File: src/rtl/mips_pkg.sv
// Shared encodings for the MIPS multiply/divide unit.
package mips_pkg;

    localparam int unsigned MipsWidth = 32;

    typedef enum logic [2:0] {
        OpMult  = 3'b000,
        OpMultu = 3'b001,
        OpDiv   = 3'b010,
        OpDivu  = 3'b011,
        OpMthi  = 3'b100,
        OpMtlo  = 3'b101,
        OpNop0  = 3'b110,
        OpNop1  = 3'b111
    } muldiv_op_t;

    typedef enum logic [1:0] {
        StIdle,
        StMul,
        StDiv,
        StFix
    } muldiv_state_t;

endpackage

File: src/rtl/mips_div_step.sv
// One radix-2 restoring divide iteration on unsigned magnitudes.
module mips_div_step #(
    parameter int unsigned WIDTH = 32
) (
    input  logic [WIDTH-1:0] rem_in,
    input  logic             dividend_bit,
    input  logic [WIDTH-1:0] divisor,
    output logic [WIDTH-1:0] rem_out,
    output logic             quo_bit
);

    logic [WIDTH:0] shifted;

    assign shifted = {rem_in, dividend_bit};
    assign quo_bit = (shifted >= {1'b0, divisor});
    // The difference always fits in WIDTH bits when the subtract is taken.
    assign rem_out = quo_bit ? (shifted[WIDTH-1:0] - divisor) : shifted[WIDTH-1:0];

endmodule

File: src/rtl/mips_muldiv.sv
// Multi-cycle multiply/divide unit with HI/LO registers for the Execute stage.
module mips_muldiv
    import mips_pkg::*;
#(
    parameter int unsigned WIDTH      = MipsWidth,
    parameter int unsigned MUL_CYCLES = 4
) (
    input  logic             clk,
    input  logic             reset,
    input  logic             StartE,
    input  logic [2:0]       OpE,
    input  logic [WIDTH-1:0] SrcAE,
    input  logic [WIDTH-1:0] SrcBE,
    input  logic             AbortE,
    output logic             BusyE,
    output logic             DoneE,
    output logic [WIDTH-1:0] HiE,
    output logic [WIDTH-1:0] LoE
);

    localparam int unsigned CntMax = (WIDTH > MUL_CYCLES) ? WIDTH : MUL_CYCLES;
    localparam int unsigned CntW   = $clog2(CntMax + 1);

    muldiv_state_t state_q, state_d;
    muldiv_op_t    op;

    logic [WIDTH-1:0]   hi_q, hi_d, lo_q, lo_d;
    logic [WIDTH-1:0]   rem_q, rem_d, quo_q, quo_d, dvs_q, dvs_d, a_raw_q, a_raw_d;
    logic [2*WIDTH-1:0] prod_q, prod_d;
    logic [CntW-1:0]    cnt_q, cnt_d;
    logic               done_q, done_d, sgn_q, sgn_d, qneg_q, qneg_d;
    logic               rneg_q, rneg_d, dbz_q, dbz_d;

    logic               accept, signed_op, a_neg, b_neg;
    logic [WIDTH-1:0]   abs_a, abs_b, step_rem, step_quo;
    logic               step_bit;
    logic [2*WIDTH-1:0] ext_a, ext_b, prod_full;

    assign op        = muldiv_op_t'(OpE);
    assign accept    = (state_q == StIdle) && StartE && !AbortE;
    assign signed_op = !OpE[0];
    assign a_neg     = signed_op && SrcAE[WIDTH-1];
    assign b_neg     = signed_op && SrcBE[WIDTH-1];
    assign abs_a     = a_neg ? -SrcAE : SrcAE;
    assign abs_b     = b_neg ? -SrcBE : SrcBE;
    assign ext_a     = {{WIDTH{a_neg}}, SrcAE};
    assign ext_b     = {{WIDTH{b_neg}}, SrcBE};
    assign prod_full = ext_a * ext_b;
    assign step_quo  = {quo_q[WIDTH-2:0], step_bit};

    mips_div_step #(.WIDTH(WIDTH)) u_div_step (
        .rem_in       (rem_q),
        .dividend_bit (quo_q[WIDTH-1]),
        .divisor      (dvs_q),
        .rem_out      (step_rem),
        .quo_bit      (step_bit)
    );

    always_ff @(posedge clk) begin
        if (reset) state_q <= StIdle;
        else       state_q <= state_d;
    end

    always_comb begin
        state_d = state_q;
        unique case (state_q)
            StIdle: begin
                if (accept) begin
                    if (op == OpMult || op == OpMultu)    state_d = StMul;
                    else if (op == OpDiv || op == OpDivu) state_d = StDiv;
                end
            end
            StMul: if (AbortE || cnt_q == '0) state_d = StIdle;
            StDiv: begin
                if (AbortE)              state_d = StIdle;
                else if (cnt_q == '0)    state_d = sgn_q ? StFix : StIdle;
            end
            StFix: state_d = StIdle;
        endcase
    end

    always_comb begin
        BusyE = (state_q != StIdle);
        DoneE = done_q;
        HiE   = hi_q;
        LoE   = lo_q;
    end

    always_comb begin
        hi_d = hi_q;  lo_d = lo_q;  rem_d = rem_q;  quo_d = quo_q;  dvs_d = dvs_q;
        a_raw_d = a_raw_q;  prod_d = prod_q;  cnt_d = cnt_q;  sgn_d = sgn_q;
        qneg_d = qneg_q;  rneg_d = rneg_q;  dbz_d = dbz_q;  done_d = 1'b0;
        unique case (state_q)
            StIdle: begin
                if (accept) begin
                    unique case (op)
                        OpMult, OpMultu: begin
                            prod_d = prod_full;
                            cnt_d  = CntW'(MUL_CYCLES - 1);
                        end
                        OpDiv, OpDivu: begin
                            quo_d   = abs_a;
                            rem_d   = '0;
                            dvs_d   = abs_b;
                            a_raw_d = SrcAE;
                            sgn_d   = signed_op;
                            qneg_d  = a_neg ^ b_neg;
                            rneg_d  = a_neg;
                            dbz_d   = (SrcBE == '0);
                            cnt_d   = CntW'(WIDTH - 1);
                        end
                        OpMthi:  hi_d = SrcAE;
                        OpMtlo:  lo_d = SrcAE;
                        default: ;
                    endcase
                end
            end
            StMul: begin
                if (!AbortE) begin
                    if (cnt_q == '0) begin
                        {hi_d, lo_d} = prod_q;
                        done_d       = 1'b1;
                    end else begin
                        cnt_d = cnt_q - 1'b1;
                    end
                end
            end
            StDiv: begin
                if (!AbortE) begin
                    rem_d = step_rem;
                    quo_d = step_quo;
                    if (cnt_q != '0) begin
                        cnt_d = cnt_q - 1'b1;
                    end else if (!sgn_q) begin
                        lo_d   = dbz_q ? '1 : step_quo;
                        hi_d   = dbz_q ? a_raw_q : step_rem;
                        done_d = 1'b1;
                    end
                end
            end
            StFix: begin
                // Divide-by-zero bypasses sign fixing so LO stays all ones.
                if (!AbortE) begin
                    lo_d   = dbz_q ? '1 : (qneg_q ? -quo_q : quo_q);
                    hi_d   = dbz_q ? a_raw_q : (rneg_q ? -rem_q : rem_q);
                    done_d = 1'b1;
                end
            end
        endcase
    end

    always_ff @(posedge clk) begin
        if (reset) begin
            hi_q <= '0;  lo_q <= '0;  rem_q <= '0;  quo_q <= '0;  dvs_q <= '0;
            a_raw_q <= '0;  prod_q <= '0;  cnt_q <= '0;  done_q <= 1'b0;
            sgn_q <= 1'b0;  qneg_q <= 1'b0;  rneg_q <= 1'b0;  dbz_q <= 1'b0;
        end else begin
            hi_q <= hi_d;  lo_q <= lo_d;  rem_q <= rem_d;  quo_q <= quo_d;  dvs_q <= dvs_d;
            a_raw_q <= a_raw_d;  prod_q <= prod_d;  cnt_q <= cnt_d;  done_q <= done_d;
            sgn_q <= sgn_d;  qneg_q <= qneg_d;  rneg_q <= rneg_d;  dbz_q <= dbz_d;
        end
    end

endmodule

File: config.mk
export PLATFORM = sky130hd
export DESIGN_NAME = mips_muldiv
export DESIGN_NICKNAME = d
export VERILOG_FILES = /design/src/rtl/mips_pkg.sv /design/src/rtl/mips_div_step.sv /design/src/rtl/mips_muldiv.sv
export SDC_FILE = /design/constraint.sdc
export NUM_CORES = 2
export LEC_CHECK = 0
export ABC_AREA = 0
export BUFFER_PORTS_ARGS = -buffer_cell sky130_fd_sc_hd__buf_4
export CAP_MARGIN = 10
export CELL_PAD_IN_SITES_DETAIL_PLACEMENT = 1
export CELL_PAD_IN_SITES_GLOBAL_PLACEMENT = 2
export CORE_ASPECT_RATIO = 0.9
export CORE_MARGIN = 1.5
export CORE_UTILIZATION = 44
export CTS_CLUSTER_SIZE = 28
export DETAILED_ROUTE_END_ITERATION = 16
export HOLD_SLACK_MARGIN = 0.08
export PLACE_DENSITY = 0.94
export SYNTH_ARGS = -nofsm -noshare
export SYNTH_HDL_FRONTEND = slang
export SYNTH_SLANG_ARGS = --single-unit
File: constraint.sdc
create_clock -name clk -period 23.4 [get_ports clk]
set_input_delay 3.51 -clock clk [delete_from_list [all_inputs] [get_ports clk]]
set_output_delay 3.51 -clock clk [all_outputs]
set_load 0.05 [all_outputs]
==> metrics.md <==
| Metric | Value |
|---|---|
| Worst Hold Class | `register to register` |
| Synth warnings | `0` |
| CP most frequent cell | `fa_1` |
| Ports | `137` |
| Fin. Hold Viols | `0` |
| DR pass1 iterations | `7` |
| Clock buffer depth | `3` |
| Slowest Stage Delay on Critical Path | `570 ps` |
| Hold path endpoint | `a_raw_q[18]$_SDFFE_PP0P_` |
| Post-synthesis sequential area ratio | `9.895%` |
| Grt ovf | `0` |
| Site row count | `122` |
| Yosys cell types | `88` |
| Setup TNS | `0 ps` |
| Commonest cells post-synth | `inv_1, fa_1, nand2_1` |
| Slew HR | `18.83%` |
| Crit Path Category | `input pin to register` |
| Drt initial violations | `3759` |
| # DRC | `0` |
| H-tree Lvls | `1` |
| Post-route ant nets | `0` |
| CP max stage cell | `buf_4` |
| Slew Limit Fails | `0` |
| Crit path DAT | `12580 ps` |
| # clock sinks | `269` |
| Clk_lat worst skew | `590 ps` |
| Hold_buf cts | `0` |
| Reg2reg end | `HiE[6]$_SDFFE_PP0P_` |
| Tmin final | `12100 ps` |
| Area delta synth->final | `5.462%` |
| DIE HEIGHT | `336.6 um` |
| # Post-CTS Setup Buffers | `0` |
| Global-route wire length before repair | `306.0 mm` |
| WL/cell | `25.13 um` |
| Core ar. | `122900 sq um` |
| Hold_sp | `a_raw_q[18]$_SDFFE_PP0P_` |
| Reg2reg start | `rem_q[0]$_SDFFE_PP0P_` |
| Setup violations, final | `0` |
| Post-synth EDFFs | `0` |
| Post-Synthesis Cells | `6479` |
| Clock transition at path regs | `60 ps` |
| Number of port buffers | `136` |
| Setup crit end kind | `register` |
| Via count | `45800` |
| FFs w/ async S/R, synth | `0%` |
| GP Congestion | `0.9641` |
| Max cap viols | `0` |
| Ys flop type | `dfxtp_1` |
| Total Wirelength | `198.4 mm` |
| Worst reg-to-reg path cell count | `12` |
| Global-route usage over all layers | `31.78%` |
| CP Launch Point | `SrcAE[31]` |
| #FFs+latches synth | `269` |
| Hold Crit Depth | `2` |
| Cell Area, Synth | `54420 sq um` |
| Post-CTS sizing | `0` |
| Number of global-route vias before repair | `51010` |
| Initial antenna violation count | `7` |
| Root buf cell | `clkbuf_16` |
| Vias per cell | `5.800` |
| Nets | `7711` |
| Fmax | `82.65 MHz` |
| Critical-path maximum fanout | `44` |
| RSZ-0062 raised after global routing | `no` |
| Yosys top cell area share | `41.42%` |
| Final Skew | `11.67 ps` |
| Die area | `125800 sq um` |
| Post-synthesis net count | `7930` |
| Status | `complete, no violations` |
| Cell with the most instances after synthesis | `inv_1` |
| Syn avg cell area | `8.400 sq um` |
| Worst EP required | `23880 ps` |
| Period Utilization, post-route | `51.71%` |
| Cell taking the most area after synthesis | `fa_1` |
| Initial Util | `44.29%` |
| Area contributors post-synth | `fa_1, dfxtp_1, inv_1` |
| Worst slew pin tran | `1218 ps` |
| Fraction of layout instances using a drive strength above 1 | `4.424%` |
| Die Wd | `373.7 um` |
| Startpoint Class | `input pin` |
| Cts bufs inserted | `31` |
| HPWL after detailed placement | `150.3 mm` |
| Largest net degree at the start of global routing | `99` |
| CTS tree | `done` |
| Internal reg-to-reg setup slack | `18610 ps` |
worst max-delay path: cells and delay by family:
kind / cells / cell delay, ps
AO/OA/AOI/OAI: 9 / 2040
adder cells (fa/ha/maj): 9 / 4070
buffers and inverters: 9 / 1780
AND/OR/NAND/NOR: 3 / 1100
cells in the final DEF (no fill, tap or decap), drive strengths merged, types with 7 or more instances in the layout:
| master | synthesis | routed |
|---|---|---|
| inv | 1169 | 1169 |
| fa | 1126 | 1126 |
| nand2 | 1102 | 1102 |
| and2 | 390 | 390 |
| a21oi | 348 | 348 |
| dfxtp | 269 | 269 |
| nor2 | 263 | 263 |
| ha | 254 | 254 |
| o21ai | 194 | 194 |
| buf | 65 | 184 |
| xnor2 | 128 | 128 |
| nand3 | 82 | 82 |
| xor2 | 71 | 71 |
| nor3 | 60 | 60 |
| a211oi | 56 | 56 |
| nand2b | 46 | 46 |
| a21o | 43 | 43 |
| o31ai | 42 | 42 |
| clkbuf | 370 | 41 |
| or3 | 33 | 33 |
| o211ai | 32 | 32 |
| a221oi | 29 | 29 |
| nand4 | 24 | 24 |
| nor2b | 21 | 21 |
| o41ai | 19 | 19 |
| a311oi | 19 | 19 |
| nor4 | 17 | 17 |
| o21a | 15 | 15 |
| a22oi | 13 | 13 |
| o21bai | 12 | 12 |
| or4 | 12 | 12 |
| a31oi | 11 | 11 |
| and3 | 11 | 11 |
| o32ai | 10 | 10 |
| mux2i | 9 | 9 |
| bufinv | 0 | 9 |
| o22ai | 8 | 8 |
| o2111ai | 8 | 8 |
| nor3b | 8 | 8 |
| clkinv | 1 | 7 |
sequential cells by signal, summed over array words and instances, names as in the netlist:
name and flops:
sgn_q 1, DoneE 1, state_q 2, LoE 32
rneg_q 1, dvs_q 32, qneg_q 1, dbz_q 1
rem_q 32, HiE 32, prod_q 64, cnt_q 6
quo_q 32, a_raw_q 32
routing by layer:
layer	track usage, %	part of all wire [%]	wire length [um]	vias to the layer above
li1	-	-	-	19460
met1	41.54	41	81990	24150
met2	53.46	47	93960	1758
met3	4.601	6.9	13660	430
met4	12.21	4.4	8827	2
met5	0	0.0066	13	-
logic make-up after synthesis:
family	synth area share [%]
AND/OR/NAND/NOR	17.59
adder cells (fa/ha/maj)	47.26
buffers and inverters	11.18
flip-flops	9.895
multiplexers	0.2276
XOR/XNOR	3.203
AO/OA/AOI/OAI	10.65
layout make-up:
class                           instances  area (sq um)
Inverter                             1170          4392
Multi-Input combinational cell       4603         43030
Clock inverter                         17         319.1
Tap cell                             1612          2017
Timing Repair Buffer                  185          1395
Antenna cell                            1         2.502
Clock buffer                           40         859.6
Fill cell                           14580         65480
Sequential cell                       269          5386
worst max-delay path by stage:
stage,to,slack [ps],depth (start not counted)
floorplan,prod_q[62]$_SDFFE_PP0P_,11620,30
global placement,prod_q[62]$_SDFFE_PP0P_,10980,30
detailed placement,prod_q[62]$_SDFFE_PP0P_,10670,28
CTS,prod_q[62]$_SDFFE_PP0P_,11280,28
global route,prod_q[62]$_SDFFE_PP0P_,10830,30
finish,prod_q[62]$_SDFFE_PP0P_,11300,30
through the flow:
step                      area (sq um)  instances  hold WS (ps)  utilization [%]  worst slack (ps)
after detailed placement         56220       7839         443.3            45.75             10670
after floorplan                  54420       6479         425.1                -             11620
after global placement           56220       7839         437.5            45.75             10980
final                            57400       7897         450.6            46.71             11300
after global routing             57400       7897         476.3            46.71             10830
after CTS                        57390       7896         452.4            46.71             11280
Power is left out: the tool's default activity adds up to more than one toggle a clock period on the data nets, which glitch-free logic cannot reach.
